==> config.mk <==
export PLATFORM = sky130hd
export DESIGN_NAME = shiftreg_config_target
export DESIGN_NICKNAME = d
export VERILOG_FILES = /design/src/rtl/shiftreg_config_target.sv
export SDC_FILE = /design/constraint.sdc
export NUM_CORES = 1
export LEC_CHECK = 0
export BUFFER_PORTS_ARGS = -buffer_cell sky130_fd_sc_hd__buf_2
export CORE_MARGIN = 3
export CORE_UTILIZATION = 50
export DETAILED_ROUTE_END_ITERATION = 10
export PLACE_DENSITY_LB_ADDON = 0.2
export RECOVER_POWER = 100
export SYNTH_ARGS = -nofsm -noshare
export SYNTH_HDL_FRONTEND = slang
export SYNTH_SLANG_ARGS = --single-unit
==> constraint.sdc <==
create_clock -name CLK -period 2.8 [get_ports CLK]
set_input_delay 0.14 -clock CLK [delete_from_list [all_inputs] [get_ports CLK]]
set_output_delay 0.14 -clock CLK [all_outputs]
set_load 0.01 [all_outputs]
==> src/rtl/shiftreg_config_target.sv <==
// Serial configuration receiver: deserializes a bit stream into a dynamic or
// static shadow register and commits it to parallel latch outputs on a validated strobe.
module shiftreg_config_target #(
    parameter int SIZESRSTAT = 88,
    parameter int SIZESRDYN  = 16
) (
    input  logic                  CLK,
    input  logic                  RST,
    input  logic                  SIN,
    input  logic                  SHIFT_EN,
    input  logic                  SELDYN,
    input  logic                  SELSTAT,
    input  logic                  LATCH,
    output logic                  SOUT,
    output logic [SIZESRDYN-1:0]  DYNLATCH,
    output logic [SIZESRSTAT-1:0] STATLATCH,
    output logic                  BUSY,
    output logic                  DONE,
    output logic                  ERR
);

    typedef enum logic {
        ST_IDLE  = 1'b0,
        ST_SHIFT = 1'b1
    } state_t;

    localparam logic [6:0] L_DYN_LEN  = 7'(SIZESRDYN);
    localparam logic [6:0] L_STAT_LEN = 7'(SIZESRSTAT);
    localparam logic [6:0] L_CNT_MAX  = 7'd127;

    state_t                  r_state;
    state_t                  w_state_next;
    logic [SIZESRDYN-1:0]    r_dynreg;
    logic [SIZESRSTAT-1:0]   r_statreg;
    logic [SIZESRDYN-1:0]    r_dynlatch;
    logic [SIZESRSTAT-1:0]   r_statlatch;
    logic [6:0]              r_cnt;
    logic                    r_tgt;
    logic                    r_sout;
    logic                    r_done;
    logic                    r_err;

    logic                    w_sel_valid;
    logic                    w_sel_tgt;
    logic                    w_cnt_match;
    logic                    w_start;
    logic                    w_shift;
    logic                    w_shift_tgt;
    logic                    w_latch_dyn;
    logic                    w_latch_stat;
    logic                    w_done;
    logic                    w_err;

    assign w_sel_valid = SELDYN ^ SELSTAT;
    assign w_sel_tgt   = SELSTAT;
    assign w_cnt_match = r_tgt ? (r_cnt == L_STAT_LEN) : (r_cnt == L_DYN_LEN);
    // The entry cycle shifts into the freshly selected target before r_tgt is updated.
    assign w_shift_tgt = w_start ? w_sel_tgt : r_tgt;

    always_ff @(posedge CLK) begin
        if (RST) begin
            r_state <= ST_IDLE;
        end else begin
            r_state <= w_state_next;
        end
    end

    always_comb begin
        w_state_next = r_state;
        w_start      = 1'b0;
        w_shift      = 1'b0;
        w_latch_dyn  = 1'b0;
        w_latch_stat = 1'b0;
        w_done       = 1'b0;
        w_err        = 1'b0;
        case (r_state)
            ST_IDLE: begin
                if (LATCH) begin
                    w_err = 1'b1;
                end else if (SHIFT_EN) begin
                    if (w_sel_valid) begin
                        w_start      = 1'b1;
                        w_shift      = 1'b1;
                        w_state_next = ST_SHIFT;
                    end else begin
                        w_err = 1'b1;
                    end
                end
            end
            ST_SHIFT: begin
                if (LATCH) begin
                    w_state_next = ST_IDLE;
                    if (SHIFT_EN || !w_cnt_match) begin
                        w_err = 1'b1;
                    end else begin
                        w_done       = 1'b1;
                        w_latch_dyn  = ~r_tgt;
                        w_latch_stat = r_tgt;
                    end
                end else if (SHIFT_EN) begin
                    if (w_sel_valid && (w_sel_tgt == r_tgt)) begin
                        w_shift = 1'b1;
                    end else begin
                        w_err        = 1'b1;
                        w_state_next = ST_IDLE;
                    end
                end
            end
            default: begin
                w_state_next = ST_IDLE;
            end
        endcase
    end

    always_ff @(posedge CLK) begin
        if (RST) begin
            r_dynreg    <= '0;
            r_statreg   <= '0;
            r_dynlatch  <= '0;
            r_statlatch <= '0;
            r_cnt       <= '0;
            r_tgt       <= 1'b0;
            r_sout      <= 1'b0;
            r_done      <= 1'b0;
            r_err       <= 1'b0;
        end else begin
            r_done <= w_done;
            r_err  <= w_err;

            if (w_start) begin
                r_tgt <= w_sel_tgt;
                r_cnt <= 7'd1;
            end else if (w_shift && (r_cnt != L_CNT_MAX)) begin
                r_cnt <= r_cnt + 7'd1;
            end

            if (w_shift) begin
                if (w_shift_tgt) begin
                    r_statreg <= {r_statreg[SIZESRSTAT-2:0], SIN};
                    r_sout    <= r_statreg[SIZESRSTAT-1];
                end else begin
                    r_dynreg <= {r_dynreg[SIZESRDYN-2:0], SIN};
                    r_sout   <= r_dynreg[SIZESRDYN-1];
                end
            end

            if (w_latch_dyn) begin
                r_dynlatch <= r_dynreg;
            end
            if (w_latch_stat) begin
                r_statlatch <= r_statreg;
            end
        end
    end

    assign SOUT      = r_sout;
    assign DYNLATCH  = r_dynlatch;
    assign STATLATCH = r_statlatch;
    assign BUSY      = (r_state == ST_SHIFT);
    assign DONE      = r_done;
    assign ERR       = r_err;

endmodule
==> run_results.csv <==
group,metric,value,unit
power_and_ir_drop,p_per_area,660.5,nW/um^2
floorplan,die_w,132.8,um
setup_path,end_kind,"flop",
placement,gp_congestion,0.7813,
setup_path,crit_required,3.16,ns
floorplan,start_util,51.93,%
placement,placed_cells,1222,
synth,synthFlopType,"dfxtp_1",
routing,ant_nets,0,
layout,fin_cells,1261,
routing,via_per_inst,5.058,
power_and_ir_drop,ir_worst_vdd,0.0003987,V
layout,nFillCells,1485,
clocking,worstSkewPairLatency,0.50,ns
synth,synthArstFlopShare,0,%
clocking,cts_setup_buffers,0,
clocking,cts_buffer_depth,3,
placement,io_buffers,114,
sta,setup_viol,0,
floorplan,die_area,17640,um^2
synth,ys_seq_area_share,54.78,%
global_routing,grt_max_degree,150,
clocking,clk_pin_slew,0.06,ns
setup_path,crit_type,"reg -> reg",
setup_path,cp_cell_sequence,"inv_1 -> ha_1 -> nand4bb_4 -> nor4_4 -> clkbuf_1 -> mux2i_1 -> nor2_1",
synth,synth_edf_count,0,
global_routing,grt_pass1_wl,27410,um
clocking,cts_tree,"built",
layout,fin_nets,1048,
power_and_ir_drop,p_leak,2.997,nW
routing,dr.first_iter.drc_count,449,
global_routing,antenna_found_initial,0,
routing,drc_errors,0,
floorplan,core,15480,um^2
layout,diodes,0,
synth,syn-num-nets,968,
outcome,status,"complete, no violations",
floorplan,design.portCount,115,
clocking,root_buffer,"clkbuf_16",
synth,synth-seq-cells,220,
setup_path,crit_fanout,16,
sta,worst_slew_pin_slew,1.154,ns
setup_path,r2r-end,"DYNLATCH[14]",
setup_path,crit_path_max_incr_delay,0.88,ns
min_path,hold_depth,3,
sta,slew_violations,0,
routing,vias,6378,
setup_path,slowest_stage,"clkbuf_1",
synth,syn_area_per_cell,8.384,um^2
clocking,numCtsBuffers,23,
sta,hold_viol,0,
min_path,min_path_type,"in -> reg",
placement,post-dp-hpwl,9159,um
setup_path,cp-start-kind,"flop",
sta,max_freq,0.4135,GHz
min_path,holdPathEnd,"BUSY",
setup_path,critical_path_arrival,2.78,ns
sta,finClkSkew,0.007566,ns
global_routing,grt-ovfl-total,0,
min_path,min_from,"SHIFT_EN",
setup_path,r2r_cells,7,
sta,rsz0062_at_grt,"no",
sta,fin_crit_sh,86.38,%
synth,synthCells,959,
clocking,cts_max_level,1,
floorplan,dieHeight,132.8,um
layout,drive_above_1_share,6.095,%
clocking,clkSinkCount,220,
sta,fin_crit,2.419,ns
floorplan,rows,45,
setup_path,r2r_setup_slack,0.38,ns
global_routing,grt_usage,17.83,%
sta,max-slew-margin-rel,23.04,%
synth,yosys_warnings,0,
routing,drt_wl_total,16170,um
setup_path,timing.rr.start,"r_cnt[0]",
routing,first_pass_iters,5,
synth,ys_types,44,
synth,mappedNetlistArea,8040,um^2
layout,syn_to_final_growth,14.38,%
routing,wl_per_cell,12.82,um
sta,setup_tns,0,ns
job,maxCapViolCount,0,
global_routing,grt_pass1_vias,5945,
## layout by cell type (no fill, tap or decap), types with 2 or more instances in the layout
cell	n
nand2_1	360
dfxtp_1	220
a21oi_1	161
clkbuf_1	116
mux2i_1	37
nor2_1	34
clkbuf_16	23
a21oi_2	18
nand2b_1	7
nand3_1	7
inv_1	6
clkbuf_8	6
nor3_1	4
buf_12	4
dlygate4sd3_1	3
buf_2	3
nor2b_1	2
nor4_4	2
nor4_1	2
a211o_1	2
o21a_1	2
o31ai_1	2
ha_1	2
## metal layers
metal  global-route usage, %  vias to the layer above  part of all wire [%]
li1                        -                     3300                     -
met1                   24.11                     2925                    48
met2                   29.68                      132                    45
met3                   3.232                       21                   4.5
met4                   4.388                        0                   1.7
met5                       0                        -                     0
## worst max-delay path: cells and delay by family (launching register included)
kind,cells,cell delay (ns)
adder cells (fa/ha/maj),1,0.19
flip-flops,1,0.36
multiplexers,1,0.28
AND/OR/NAND/NOR,3,0.49
buffers and inverters,2,0.96
## worst max path at each step
stage	start	to	slack [ns]	depth (start not counted)
final	r_cnt[0]	DYNLATCH[14]	0.38	7
after CTS	r_cnt[0]	STATLATCH[64]	0.50	6
after global routing	r_cnt[0]	DYNLATCH[14]	0.20	7
after global placement	r_cnt[0]	STATLATCH[27]	0.60	6
after detailed placement	r_cnt[0]	STATLATCH[19]	0.54	6
after floorplan	r_cnt[0]	STATLATCH[71]	0.90	9
## report_power, final
| part | switching, W | total (W) | internal (W) |
|---|---|---|---|
| logic | 0.000106 | 0.000142 | 0.0000355 |
| registers | 0.00000639 | 0.00314 | 0.00314 |
| clock network | 0.00114 | 0.00279 | 0.00165 |
## repair_timing
item | CTS | global route
gates resized for setup | 0 | 0
hold endpoints to repair | 4 | 0
hold buffers | 3 | 0
endpoints found under the setup margin | 0 | 0
## state kept, by name (all words and copies together) (netlist names)
| register | flops |
|---|---|
| ERR | 1 |
| STATLATCH | 88 |
| r_tgt | 1 |
| DONE | 1 |
| r_cnt | 7 |
| DYNLATCH | 16 |
| r_statreg | 88 |
| r_dynreg | 16 |
| SOUT | 1 |
| BUSY | 1 |
## cells in the mapped netlist (2+ instances only)
cell      number  area [um^2]
o21a_1         2        15.01
a21oi_1      161        805.8
inv_1          6        22.52
a21oi_2       18        157.7
nand2b_1       7        43.79
nor4_4         2        42.54
nand3_1        8        40.04
buf_2         15        75.07
nor2b_1        2        12.51
buf_6          5        56.30
buf_1          2        7.510
dfxtp_1      220         4404
nor4_1         2        12.51
nand2_2       20        125.1
ha_1           2        25.02
nor3_1         4        20.02
clkbuf_1      45        168.9
and3_1         2        12.51
mux2i_1       37        370.4
o31ai_1        2        15.01
nor2_1        34        127.6
a211o_1        2        17.52
nand2_1      340         1276
## kinds of logic (layout without fill, tap and decap cells)
| logic type | after synthesis | after routing | synth area share, % |
|---|---|---|---|
| adders and majority gates | 2 | 2 | 0.3112 |
| AOI/OAI and AO/OA | 196 | 196 | 13.65 |
| DFF | 220 | 220 | 54.78 |
| xor gates and xnor gates | 2 | 2 | 0.2179 |
| buffers and inverters | 73 | 164 | 4.108 |
| muxes | 37 | 37 | 4.606 |
| and+or+nand+nor | 429 | 429 | 22.33 |
## cell type report
| class | count | area [um^2] | area share, % |
|---|---|---|---|
| sequential | 220 | 4404 | 47.89 |
| tap | 211 | 264.0 | 2.871 |
| clock buffer | 34 | 676.9 | 7.361 |
| inverter | 6 | 22.52 | 0.2449 |
| multi-input combinational | 666 | 3262 | 35.47 |
| clock inverter | 2 | 13.76 | 0.1497 |
| timing repair buffer | 122 | 553.0 | 6.014 |
## per-stage QoR
step                      util, %  worst slack, ns  hold WS [ns]  total power [W]  cell area (um^2)
after floorplan                 -           0.8976        0.2760         0.003314              8040
after global placement      56.02           0.6021        0.4345         0.003353              8675
after detailed placement    56.02           0.5404        0.4378         0.003352              8675
after CTS                   60.68           0.4986      0.008309         0.006147              9395
after global routing        59.39           0.1968       0.04835         0.006286              9196
final                       59.39           0.3813       0.03229         0.006075              9196
Power figures use the tool's default switching activity.
